### config.mk
export PLATFORM = sky130hd
export DESIGN_NAME = noc_vc_input_buffer
export DESIGN_NICKNAME = d
export VERILOG_FILES = /design/src/rtl/noc_pkg.sv /design/src/rtl/noc_vc_input_buffer_fifo.sv /design/src/rtl/noc_vc_input_buffer.sv
export SDC_FILE = /design/constraint.sdc
export NUM_CORES = 1
export LEC_CHECK = 0
export ABC_AREA = 1
export CORE_MARGIN = 1
export CORE_UTILIZATION = 50
export CTS_BUF_LIST = sky130_fd_sc_hd__clkbuf_16
export DETAILED_ROUTE_END_ITERATION = 16
export MAX_ROUTING_LAYER = met4
export PLACE_DENSITY_LB_ADDON = 0.2
export SETUP_SLACK_MARGIN = 0.05
export SLEW_MARGIN = 30
export SYNTH_ARGS = -nofsm -noshare
export SYNTH_HDL_FRONTEND = slang
export SYNTH_SLANG_ARGS = --single-unit
### constraint.sdc
create_clock -name clk -period 13.85 [get_ports clk]
set_input_delay 1.385 -clock clk [delete_from_list [all_inputs] [get_ports clk]]
set_output_delay 1.385 -clock clk [all_outputs]
set_load 0.1 [all_outputs]
### src/rtl/noc_pkg.sv
// Shared NoC types: VC id, flit preamble and round-robin helper.
// Used by noc_vc_input_buffer and its per-VC FIFO.
package noc;

    localparam int kMaxVcs = 8;
    localparam int kMaxVcW = 3;

    typedef logic [kMaxVcW-1:0] vc_id_t;

    typedef enum logic [1:0] {
        pre_head,
        pre_body,
        pre_tail,
        pre_single
    } preamble_t;

    // First set bit of mask strictly after ptr, wrapping around.
    function automatic vc_id_t rr_next(
        input logic [kMaxVcs-1:0] mask,
        input vc_id_t             ptr
    );
        logic   found;
        vc_id_t idx;
        rr_next = ptr;
        found   = 1'b0;
        for (int i = 1; i <= kMaxVcs; i++) begin
            idx = vc_id_t'((int'(ptr) + i) % kMaxVcs);
            if (!found && mask[idx]) begin
                rr_next = idx;
                found   = 1'b1;
            end
        end
    endfunction

endpackage

### src/rtl/noc_vc_input_buffer_fifo.sv
// Single-VC flit FIFO with extra pointer bit for full/empty.
// Push while full is accepted only together with a pop.
module noc_vc_fifo
    import noc::*;
#(
    parameter int Width = 34,
    parameter int Depth = 4,
    localparam int AddrW = $clog2(Depth)
) (
    input  logic             clk,
    input  logic             rst,
    input  logic             push,
    input  logic             pop,
    input  logic [Width-1:0] wr_data,
    output logic [Width-1:0] data,
    output logic             full,
    output logic             empty,
    output logic [AddrW:0]   count
);

    logic [Width-1:0] mem [Depth];
    logic [AddrW:0]   wr_ptr;
    logic [AddrW:0]   rd_ptr;
    logic             do_push;
    logic             do_pop;

    assign do_pop  = pop & ~empty;
    assign do_push = push & (~full | do_pop);

    always_ff @(posedge clk or negedge rst) begin
        if (!rst) begin
            wr_ptr <= '0;
            rd_ptr <= '0;
        end else begin
            if (do_push) begin
                wr_ptr <= wr_ptr + 1'b1;
            end
            if (do_pop) begin
                rd_ptr <= rd_ptr + 1'b1;
            end
        end
    end

    always_ff @(posedge clk) begin
        if (do_push) begin
            mem[wr_ptr[AddrW-1:0]] <= wr_data;
        end
    end

    assign count = wr_ptr - rd_ptr;
    assign full  = count == (AddrW+1)'(Depth);
    assign empty = count == '0;
    assign data  = mem[rd_ptr[AddrW-1:0]];

endmodule

### src/rtl/noc_vc_input_buffer.sv
// Credit-based multi-VC input unit with round-robin, grant-locked output.
// Optional same-cycle bypass: define NOC_VC_BUFFER_BYPASS_EN.
module noc_vc_input_buffer
    import noc::*;
#(
    parameter int Width  = 34,
    parameter int NumVcs = 2,
    parameter int Depth  = 4,
    localparam int VcW   = (NumVcs > 1) ? $clog2(NumVcs) : 1,
    localparam int CntW  = $clog2(Depth) + 1
) (
    input  logic                   clk,
    input  logic                   rst,
    input  logic [Width-1:0]       data_in,
    input  logic                   data_void_in,
    input  logic [VcW-1:0]         vc_in,
    output logic [NumVcs-1:0]      credit_out,
    output logic [Width-1:0]       out_data,
    output logic [VcW-1:0]         out_vc,
    output logic                   out_valid,
    input  logic                   out_ready,
    output logic [NumVcs*CntW-1:0] occupancy,
    output logic                   overflow_err
);

    logic [Width-1:0]   head  [NumVcs];
    logic [CntW-1:0]    count [NumVcs];
    logic [NumVcs-1:0]  full;
    logic [NumVcs-1:0]  empty;
    logic [NumVcs-1:0]  push;
    logic [NumVcs-1:0]  pop;
    logic [NumVcs-1:0]  credit_d;
    logic [NumVcs-1:0]  credit_q;
    logic [kMaxVcs-1:0] mask;
    vc_id_t             rr_ptr;
    vc_id_t             lock_vc;
    vc_id_t             grant;
    logic               lock;
    logic               handshake;
    logic               vc_ok;
    logic               bypass;
    logic               consumed;
    logic               overflow;

    for (genvar v = 0; v < NumVcs; v++) begin : g_vc
        noc_vc_fifo #(
            .Width (Width),
            .Depth (Depth)
        ) u_fifo (
            .clk     (clk),
            .rst     (rst),
            .push    (push[v]),
            .pop     (pop[v]),
            .wr_data (data_in),
            .data    (head[v]),
            .full    (full[v]),
            .empty   (empty[v]),
            .count   (count[v])
        );
        assign occupancy[v*CntW +: CntW] = count[v];
    end

    always_comb begin
        mask = '0;
        for (int v = 0; v < NumVcs; v++) begin
            mask[v] = ~empty[v];
        end
    end

    assign vc_ok = int'(vc_in) < NumVcs;

`ifdef NOC_VC_BUFFER_BYPASS_EN
    // Only when nothing is buffered anywhere can a new flit skip the FIFO.
    assign bypass = rst & ~data_void_in & vc_ok & ~|mask & ~lock;
`else
    assign bypass = 1'b0;
`endif

    always_comb begin
        grant = lock ? lock_vc : rr_next(mask, rr_ptr);
        if (bypass) begin
            grant = vc_id_t'(vc_in);
        end
    end

    assign out_valid = |mask | bypass;
    assign handshake = out_valid & out_ready;
    assign consumed  = bypass & out_ready;

    always_comb begin
        out_data = '0;
        out_vc   = '0;
        if (bypass) begin
            out_data = data_in;
            out_vc   = vc_in;
        end else if (out_valid) begin
            out_vc = VcW'(grant);
            for (int v = 0; v < NumVcs; v++) begin
                if (grant == vc_id_t'(v)) begin
                    out_data = head[v];
                end
            end
        end
    end

    always_comb begin
        push     = '0;
        pop      = '0;
        credit_d = '0;
        overflow = ~data_void_in & ~vc_ok;
        for (int v = 0; v < NumVcs; v++) begin
            credit_d[v] = handshake & (grant == vc_id_t'(v));
            pop[v]      = credit_d[v] & ~bypass;
            push[v]     = ~data_void_in & ~consumed
                        & (vc_in == VcW'(v));
            overflow    = overflow
                        | (push[v] & full[v] & ~pop[v]);
        end
    end

    always_ff @(posedge clk or negedge rst) begin
        if (!rst) begin
            rr_ptr       <= vc_id_t'(NumVcs - 1);
            lock         <= 1'b0;
            lock_vc      <= '0;
            credit_q     <= '0;
            overflow_err <= 1'b0;
        end else begin
            credit_q <= credit_d;
            if (overflow) begin
                overflow_err <= 1'b1;
            end
            if (handshake) begin
                rr_ptr <= grant;
                lock   <= 1'b0;
            end else if (out_valid) begin
                lock    <= 1'b1;
                lock_vc <= grant;
            end
        end
    end

    assign credit_out = credit_q;

endmodule
## Word level (Yosys, flattened, before mapping)

Memories as Yosys holds them, arrays and structs flattened.
Cells that the tools add are included.

- Add/sub/neg operators: 14
- Multipliers: 0
- Div/mod/pow operators: 0
- $lt $le $gt $ge: 8
- Eq/ne operators: 3
- Shift operators: 0
- Multiplexer cells: 42
- Bitwise operators: 25
- Reductions and logical operators: 20

Operators with widths:

| operator | number |
|---|---|
| 2-to-1 mux 34 bit | 3 |
| < comparator 3 x 4 -> 1 bit (second input constant) | 8 |
| 2-to-1 mux 3 bit | 9 |
| binary-select mux 1 bit (select 3 bit) | 8 |
| 2-to-1 mux 1 bit | 22 |
| adder 3 x 1 -> 3 bit (second input constant) | 6 |
| AND 1 bit | 13 |
| adder 3 bit (second input constant) | 4 |
| logical NOT 3 bit | 3 |
| NOT 1 bit | 9 |
| logical AND 1 bit | 7 |
| logical NOT 1 bit | 7 |
| adder 3 x 2 -> 3 bit (second input constant) | 2 |
| == test 3 bit (second input constant) | 2 |
| subtractor 3 bit | 2 |
| == test 3 x 1 -> 1 bit (second input constant) | 1 |
| bitwise OR 1 bit | 3 |
| AND reduction 2 bit | 1 |
| nonzero test 2 bit | 1 |
| OR reduction 2 bit | 1 |

- Register bits: 22
- Latch bits: 0
- Bits in writable memories: 272
- Memory bits (read-only): 0
- Input bits: 39
- Output and inout bits: 45
- Logic and storage cells: 123
- Memories kept: 2

Memory list:

| name | words | bits a word | read ports | clocked after Yosys merged registers in | wr ports | RTL line | text |
|---|---|---|---|---|---|---|---|
| g_vc[0].u_fifo.mem | 4 | 34 | 1 | 0 | 1 | noc_vc_input_buffer_fifo.sv:21 | `logic [Width-1:0] mem [Depth];` |
| g_vc[1].u_fifo.mem | 4 | 34 | 1 | 0 | 1 | noc_vc_input_buffer_fifo.sv:21 |  |

## Longest topological paths before layout

Gate-level depths: netlist of the first run.

- Depth in word-level cells: 35
- Depth in mapped cells: 22
- Gate-level depth less buffers: 22

## By module

From an unflattened synthesis of the first run, not the netlist that was laid out.

- Cells, all modules: 981
- Area, all modules: 12585.8 um^2

By module, submodules not included:

| module | instances | cells each | area an instance (um^2) | sequential area each (um^2) |
|---|---|---|---|---|
| noc_vc_fifo (g_vc[0].u_fifo) | 1 | 391 | 5496.5 | 4234.1 |
| noc_vc_fifo (g_vc[1].u_fifo) | 1 | 391 | 5480.3 | 4234.1 |
| noc_vc_input_buffer | 1 | 199 | 1609.0 | 251.5 |

## Worst setup path after synthesis of the first run

Ideal clock, no wire load.

- Path type: register -> output
- From: register g_vc[1].u_fifo.rd_ptr[0]
- To: output out_data[10]
- Arrival: 3.740 ns
- Data required time: 12.465 ns
- Slack: 8.725 ns
- Stages on the path, launching flop included: 18
- Path buffers: 1
- Cell sequence: dfrtp_1 ha_1 fa_1 nand2_1 inv_1 nand3_2 nand2_1 nand2_2 nand3_1 nand2_4 nor2_8 nand3_2 nand4_1 nand3_2 nand2_4 buf_2 o21ai_0 nor2_1

- Longest elaborated chain between the ends: 32
- Elaborated cells between the ends (all ways): 56
- Those cells by class: 1 x add/sub; 1 x eq/ne; 35 x mux; 1 x bitwise; 17 x reduce/logical; 1 x memory

RTL lines:

| item | RTL line | text |
|---|---|---|
| start, declared | noc_vc_input_buffer_fifo.sv:23 | `logic [AddrW:0] rd_ptr;` |
| start signal, assigned | noc_vc_input_buffer_fifo.sv:39 | `rd_ptr <= rd_ptr + 1'b1;` |
| subtractor 3 bit | noc_vc_input_buffer_fifo.sv:50 | `assign count = wr_ptr - rd_ptr;` |
| logical NOT 3 bit | noc_vc_input_buffer_fifo.sv:52 | `assign empty = count == '0;` |
| NOT 1 bit | noc_vc_input_buffer.sv:66 | `mask[v] = ~empty[v];` |
| binary-select mux 1 bit (select 3 bit) | noc_pkg.sv:28 | `if (!found && mask[idx]) begin` |
| 2-to-1 mux 1 bit (implied by the code) | noc_pkg.sv:28 |  |
| 2-to-1 mux 1 bit | noc_pkg.sv:28 |  |
| logical NOT 1 bit | noc_pkg.sv:28 |  |
| logical AND 1 bit | noc_pkg.sv:28 |  |
| [15 not listed] | n/a |  |
| 2-to-1 mux 1 bit | noc_pkg.sv:28 |  |
| logical NOT 1 bit | noc_pkg.sv:28 |  |
| logical AND 1 bit | noc_pkg.sv:28 |  |
| 2-to-1 mux 3 bit | noc_pkg.sv:28 |  |
| 2-to-1 mux 3 bit | noc_vc_input_buffer.sv:80 | `grant = lock ? lock_vc : rr_next(mask, rr_ptr);` |
| logical NOT 3 bit | noc_vc_input_buffer.sv:99 | `if (grant == vc_id_t'(v)) begin` |
| 2-to-1 mux 34 bit (2 in series) | noc_vc_input_buffer.sv:99 |  |
| 2-to-1 mux 34 bit (*) | noc_vc_input_buffer.sv:96 | `end else if (out_valid) begin` |
| end, declared | noc_vc_input_buffer.sv:18 | `output logic [Width-1:0] out_data,` |

Every way passes the cells marked *; elsewhere a longest branch is shown, timed or not. The select of a mux whose other input is x is not followed.

## Worst setup path after layout of the first run

- From: register g_vc[1].u_fifo.rd_ptr[0]
- To: output out_data[5]

The elaborated chain is that of the path after synthesis.

==> results.cfg, run 1 <==
[outcome]
status = finished, final reports clean

[finish]
stdcell_count = 1424
ff_latch_area_um2 = 8720
fin_nets = 1133
drive_gt1_frac = 0.0982
fill_cells = 1892
area_growth_pct = 17.6
multi_input_area_um2 = 3200
utilization = 0.598
diodes = 0

[yosys]
yosys_warnings = 0
synth_top_area_share = 0.665
avgSynthCellArea_um2 = 12.3
synth_nets = 1055
synthCells = 1000
yosysTopAreaCell = edfxtp_1
synth_area_leaders = edfxtp_1 66%, nand2_1 4.8%, nor2_1 4.6%
synth_most_common_cell = edfxtp_1
synth-edff-count = 272
synthTopCellsByCount = 272 x edfxtp_1, 158 x nand2_1, 150 x nor2_1, 105 x o21ai_0, 45 x inv_1
synth_seq_cells = 294
synth_cell_types = 38
async_flop_share = 0.0748
yosysSeqAreaShare = 0.710
syn_area_um2 = 12300
synth-main-ff-cell = edfxtp_1

[setup_path]
cp_data_arrival_time_ns = 5.56
endpoint_kind = output port
critical_path_class = reg2out
cp-start-kind = flop
worst-r2r-setup-slack_ns = 9.33
crit_required_ns = 12.47
cp_max_fo = 72

[floorplan]
placeableCoreArea_um2 = 24200
die_w_um = 159
start_util = 0.508
die_h_um = 159
die_area_um2 = 25200
rows = 57
io_pins = 84

[drt]
vias = 7782
drt-wirelength-per-cell_um = 18.5
drcViolationCount = 0
postRouteAntennaNets = 0
firstDrtPassIters = 4
wirelength_mm = 26.4
drt_iter0_markers = 462
via_per_inst = 5.46

[job]
max_cap_viol_count = 0

[global_route]
grt_pass1_vias = 7616
grt_max_degree = 73
antenna_found_initial = 0
track_usage = 0.217
grt-ovfl-total = 0
grt_pass1_wl_mm = 41.5

[hold_path]
hold_path.class = reg2reg

[timing]
max_freq_mhz = 144
rsz0062_at_grt = false
tightest_slew_ns = 0.997
fin_crit_ns = 6.95
finalSetupViolCount = 0
hold_violations = 0
fin_hold_ws_ns = 0.495
fin_crit_sh = 0.502
final_max_slew_viol_count = 0
setup_tns_ns = 0
clock_skew_ns = 0.0113
relSlewSlack = 0.333

[place]
hpwl_mm = 15.0
portBuffers = 83
dp_cells = 1371
gp_congestion = 0.849

[cts]
cts_inserted_buffers = 29
clock_latency_ns = 0.54
cts_tree = yes
clk_pin_slew_ns = 0.06
cts_setup_buffers = 0
cts_resized = 0
clock-root-buffer = clkbuf_16
cts_buffer_depth = 3
ctsHoldBuffers = 0
h-tree-depth = 1
clock-sinks = 294
## final timing paths
check	startpoint	endpoint	cells after the start
max	g_vc[1].u_fifo.rd_ptr[0]$_DFFE_PN0P_	out_data[5]	18
min	overflow_err$_DFFE_PN0P_	overflow_err$_DFFE_PN0P_	1
max reg2reg	g_vc[1].u_fifo.rd_ptr[0]$_DFFE_PN0P_	g_vc[0].u_fifo.mem[2][3]$_DFFE_PP_	17
min reg2reg	overflow_err$_DFFE_PN0P_	overflow_err$_DFFE_PN0P_	1
max in group asynchronous	rst	g_vc[0].u_fifo.rd_ptr[0]$_DFFE_PN0P_	1
min in group asynchronous	rst	lock$_DFFE_PN0P_	1
## kinds of logic (layout without fill, tap and decap cells)
kind of cell / count (synthesis) / count (layout) / synth area share
fa+ha+maj: 16 / 16 / 0.0175
buf+inv: 102 / 202 / 0.0349
simple gates: 365 / 365 / 0.131
xor+xnor: 6 / 6 / 0.00428
compound gates: 217 / 217 / 0.103
flops: 294 / 294 / 0.710
## metrics by stage
step | setup slack (ns) | cell area, µm²
after floorplan | 8.72 | 12300
after global placement | 7.63 | 13500
after detailed placement | 7.50 | 13500
after CTS | 6.87 | 14400
after global routing | 6.51 | 14400
final | 6.90 | 14400
## per-layer routing
| metal | wire length, µm | GRT usage |
|---|---|---|
| met5 | 0 | - |
| met3 | 1320 | 0.0277 |
| met1 | 11600 | 0.284 |
| met4 | 328 | 0.0494 |
| met2 | 13100 | 0.365 |
## final cells by class
type / count / area share
inverters: 50 / 0.0139
clock buffers: 29 / 0.0502
repair buffers: 99 / 0.0682
flip-flops and latches: 294 / 0.604
multi-input cells: 604 / 0.221
clock inverters: 24 / 0.0146
well taps: 324 / 0.0281
## state kept, by name, summed over array words and instances (netlist names)
register,count
overflow_err,1
g_vc.u_fifo.rd_ptr,6
lock,1
g_vc.u_fifo.wr_ptr,6
g_vc.u_fifo.mem,272
rr_ptr,3
credit_out,2
lock_vc,3
## critical path, cell delays in order, from the launching register on
cell and delay (ns):
dfrtp_2 0.34, buf_4 0.54, ha_1 0.28, fa_1 0.43
nand2_1 0.08, inv_1 0.05, nand3_2 0.10, nand2_1 0.07
nand2_2 0.11, nand3_1 0.10, nand2_1 0.09, inv_2 0.06
nand4_4 0.12, nand2_4 0.08, nor3_4 0.68, buf_4 0.37
o21ai_0 0.14, nor2_1 0.19, clkdlybuf4s50_1 1.17
## cells in the final DEF (no fill, tap or decap), drive strengths merged
master	count
nand3b	1
clkbuf	29
a32oi	34
clkdlybuf4s50	82
a31oi	1
nor3	1
xor2	5
nand3	25
nand2	172
dfrtp	21
o21ai	111
clkinv	13
nand4	7
xnor2	1
clkinvlp	1
a21boi	1
fa	2
ha	14
or2	1
nor2	158
dfstp	1
inv	55
buf	17
bufinv	5
edfxtp	272
o22ai	34
a21oi	36
Power of run 1 is not shown: default switching activity piles up to over one toggle a cycle in this logic, so the estimate is an artifact.
==> run 2: changes to the inputs <==
Clock period 13.85 ns to 6.1 ns, I/O delays scaled along.
==> results.cfg, run 2 (same netlist as run 1, synthesis figures left out) <==
[outcome]
status = finished, final reports clean

[setup_path]
critical_path_class = reg2out
worstReg2RegStart = g_vc[0].u_fifo.wr_ptr[0]$_DFFE_PN0P_
cp-start-kind = flop
crit_required_ns = 5.49
worst-r2r-setup-slack_ns = 1.80
cp_max_fo = 35
endpoint_kind = output port
cp_data_arrival_time_ns = 4.29
reg2reg_depth = 20
r2r_end = g_vc[0].u_fifo.mem[1][32]$_DFFE_PP_

[finish]
final_cell_mix = 272 x edfxtp_1, 158 x nand2_1, 146 x nor2_1
largest_reg_flops = 272
drive_gt1_frac = 0.130
fin_nets = 1138
final_common_cell = edfxtp_1
area_growth_pct = 17.3
fill_cells = 1970

[drt]
firstDrtPassIters = 5
wirelength_mm = 27.1
postRouteAntennaNets = 0
drcViolationCount = 0
drt-wirelength-per-cell_um = 19.0
vias = 7885
drt_iter0_markers = 530
via_per_inst = 5.52

[cts]
cts_resized = 0
cts_buffer_depth = 3
clock-root-buffer = clkbuf_16
cts_tree = yes
cts_inserted_buffers = 30
clock_latency_ns = 0.56
h-tree-depth = 1
clk_pin_slew_ns = 0.06
clock-sinks = 294
ctsHoldBuffers = 0
cts_setup_buffers = 0

[global_route]
grt_pass1_wl_mm = 42.4
use_met3 = 0.0280
grt-ovfl-total = 0
grt_max_degree = 72
track_usage = 0.223
use_met2 = 0.375
antenna_found_initial = 1
grt_pass1_vias = 7792
busiest_layer = met2
met1_usage = 0.289

[timing]
final_max_slew_viol_count = 0
tightest_slew_ns = 0.984
rsz0062_at_grt = false
finalSetupViolCount = 0
setup_tns_ns = 0
relSlewSlack = 0.342
fin_crit_sh = 0.804
max_freq_mhz = 204
hold_violations = 0
clock_skew_ns = 0.0187
fin_crit_ns = 4.90

[floorplan]
io_pins = 84
rows = 57
placeableCoreArea_um2 = 24200
die_area_um2 = 25200
start_util = 0.508
die_h_um = 159
die_w_um = 159

[hold_path]
hold_path.class = in2async

[job]
max_cap_viol_count = 0

[place]
portBuffers = 83
gp_congestion = 0.841
hpwl_mm = 15.5
## run 2: cell count changes in the layout (fill, tap and decap cells not counted), sizes merged
cell	delta
bufinv	-2
clkinv	+1
buf	+38
diode	+1
clkbuf	+1
clkdlybuf4s50	-34
## run 2: worst max-delay path by stage
stage	startpoint	end	slack (ns)	depth (start not counted)
3_3_place_gp	g_vc[0].u_fifo.wr_ptr[0]$_DFFE_PN0P_	out_data[23]	1.81	19
5_1_grt	g_vc[0].u_fifo.wr_ptr[0]$_DFFE_PN0P_	out_data[10]	0.86	20
2_1_floorplan	g_vc[1].u_fifo.rd_ptr[0]$_DFFE_PN0P_	out_data[10]	1.75	17
6_report	g_vc[0].u_fifo.wr_ptr[0]$_DFFE_PN0P_	out_data[9]	1.20	20
3_5_place_dp	g_vc[0].u_fifo.wr_ptr[0]$_DFFE_PN0P_	out_data[23]	1.74	19
4_1_cts	g_vc[0].u_fifo.wr_ptr[0]$_DFFE_PN0P_	out_data[23]	1.15	19
## run 2: cell type report
type	count	area, µm²	area share
Timing Repair Buffer	103	966	0.0670
Tap cell	324	405	0.0281
Clock buffer	30	751	0.0521
Antenna cell	1	2.50	0.000174
Clock inverter	23	170	0.0118
Inverter	50	201	0.0140
Multi-Input combinational cell	604	3200	0.222
Sequential cell	294	8720	0.605
## run 2: layer usage
layer / vias up / routed length [µm]
li1: 3754 / -
met1: 3865 / 11600
met2: 223 / 13500
met3: 43 / 1520
met4: 0 / 473
met5: - / 0
## run 2: through the flow
step | setup slack [ns] | hold WS [ns] | cells | utilization | cell area (µm²)
floorplan | 1.75 | 0.314 | 1000 | - | 12300
global placement | 1.81 | 0.456 | 1370 | 0.554 | 13400
detailed placement | 1.74 | 0.470 | 1372 | 0.555 | 13400
CTS | 1.15 | 0.0487 | 1425 | 0.593 | 14300
global route | 0.862 | 0.0591 | 1429 | 0.596 | 14400
finish | 1.20 | 0.0436 | 1429 | 0.596 | 14400
## run 2: worst max-delay path, cell delays in order, from the launching register on
cell,delay [ns]
dfrtp_1,0.40
inv_1,0.11
ha_1,0.20
fa_1,0.50
nand2_1,0.05
inv_1,0.08
nand3_2,0.11
nand2_1,0.09
nand2_2,0.10
nand3_2,0.11
nand2_2,0.10
nor2_8,0.15
nand3_2,0.11
nand3_1,0.09
nand2_1,0.06
nand3_2,0.10
nand2_4,0.27
nand2_4,0.49
nor2_1,0.09
nor2_1,0.19
buf_4,0.32
Power of run 2 is left out for the same reason.
==> run 3: changes to the inputs <==
Clock period 6.1 ns to 4.9 ns, I/O delays scaled along.
==> results.cfg, run 3 (same netlist as run 1, synthesis figures left out) <==
[global_route]
grt-ovfl-total = 0
grt_max_degree = 72
grt_pass1_vias = 7570
antenna_found_initial = 0
grt_pass1_wl_mm = 42.4
track_usage = 0.224

[cts]
cts_tree = yes
cts_buffer_depth = 3
clk_pin_slew_ns = 0.06
clock-root-buffer = clkbuf_16
cts_inserted_buffers = 30
clock_latency_ns = 0.56
clock-sinks = 294
h-tree-depth = 1

[finish]
fill_cells = 1850
drive_gt1_frac = 0.127
largest_reg_flops = 272
fin_nets = 1138
final_common_cell = edfxtp_1
final_cell_mix = 272 x edfxtp_1, 158 x nand2_1, 146 x nor2_1
stdcell_count = 1427
diodes = 0
area_growth_pct = 20.2
final_cell_area_um2 = 14800

[setup_path]
endpoint_kind = output port
max_stage_delay_ns = 0.50
cp-start-kind = flop
crit_required_ns = 4.41
cp_slowest_cell = fa_1
critical_path_class = reg2out
path_cells = inv_1 > ha_1 > fa_1 > nand2_1 > inv_1 > nand3_2 > nand2_1 > nand2_2 > nand3_2 > inv_1 > a21boi_0 > nand3_1 > nand2_1 > nand3_2 > nand2_4 > buf_6 > o21ai_0 > nor2_1 > buf_12
worstReg2RegStart = g_vc[0].u_fifo.wr_ptr[0]$_DFFE_PN0P_
cp_data_arrival_time_ns = 4.05
crit_start = g_vc[0].u_fifo.wr_ptr[0]$_DFFE_PN0P_
cp_max_fo = 22

[floorplan]
die_w_um = 159
start_util = 0.508
die_h_um = 159
die_area_um2 = 25200
placeableCoreArea_um2 = 24200
rows = 57
io_pins = 84

[timing]
fin_crit_ns = 4.54
tightest_slew_ns = 0.984
max_freq_mhz = 220
setup_tns_ns = 0
final_max_slew_viol_count = 0
relSlewSlack = 0.342
rsz0062_at_grt = false
fin_crit_sh = 0.927
clock_skew_ns = 0.0158
hold_violations = 0
finalSetupViolCount = 0
setup_slack_ns = 0.357

[place]
place_ws_ns = 0.863
portBuffers = 83
gp_congestion = 0.870
place_area_um2 = 13800
hpwl_mm = 14.9
dp_cells = 1374

[drt]
postRouteAntennaNets = 0
drcViolationCount = 0
via_per_inst = 5.49
vias = 7838
firstDrtPassIters = 5
wirelength_mm = 26.9
drt-wirelength-per-cell_um = 18.9
drt_iter0_markers = 539

[job]
max_cap_viol_count = 0

[hold_path]
hold_path.class = in2async

[outcome]
status = finished, final reports clean
[run 3: critical path, delay by kind of cell, from the launching register on]
family	cells	cell delay, ns
compound gates	2	0.39
simple gates	10	1.23
buf+inv	5	0.76
flops	1	0.39
fa+ha+maj	2	0.71
[run 3: final cells by class]
type / instances / area [µm²] / share of cell area
sequential: 294 / 8720 / 0.590
multi-input combinational: 604 / 3200 / 0.217
timing repair buffer: 103 / 1330 / 0.0902
clock buffer: 30 / 751 / 0.0508
tap: 324 / 405 / 0.0274
inverter: 50 / 203 / 0.0137
clock inverter: 22 / 154 / 0.0104
[run 3: per-stage QoR]
| stage | utilization | hold WS [ns] |
|---|---|---|
| 2_1_floorplan | - | 0.194 |
| 3_3_place_gp | 0.573 | 0.479 |
| 3_5_place_dp | 0.573 | 0.468 |
| 4_1_cts | 0.610 | 0.454 |
| 5_1_grt | 0.611 | 0.493 |
| 6_report | 0.611 | 0.462 |
[run 3: final timing paths]
kind	cells past startpoint	slack, ns	to
setup / recovery	19	0.36	out_data[2]
hold / removal	2	0.46	g_vc[1].u_fifo.wr_ptr[0]$_DFFE_PN0P_
setup reg to reg	19	0.91	g_vc[0].u_fifo.mem[1][28]$_DFFE_PP_
hold reg to reg	1	0.48	overflow_err$_DFFE_PN0P_
max in group asynchronous	2	4.05	g_vc[0].u_fifo.rd_ptr[1]$_DFFE_PN0P_
min in group clk	1	0.48	overflow_err$_DFFE_PN0P_
[run 3: routing by layer]
layer | GRT usage | routed length [µm] | vias to the layer above
met2 | 0.382 | 13700 | 222
met4 | 0.0525 | 435 | 0
li1 | - | - | 3749
met1 | 0.284 | 11200 | 3828
met5 | - | 0 | -
met3 | 0.0303 | 1610 | 39
[run 3: timing repair]
item / in CTS / in global routing
gates resized for setup: 0 / 2
buffers inserted: 0 / 0
setup endpoints to repair: 0 / 13
hold buffers: 1 / 0
hold endpoints to repair: 21 / 0
Power of run 3 is left out for the same reason.
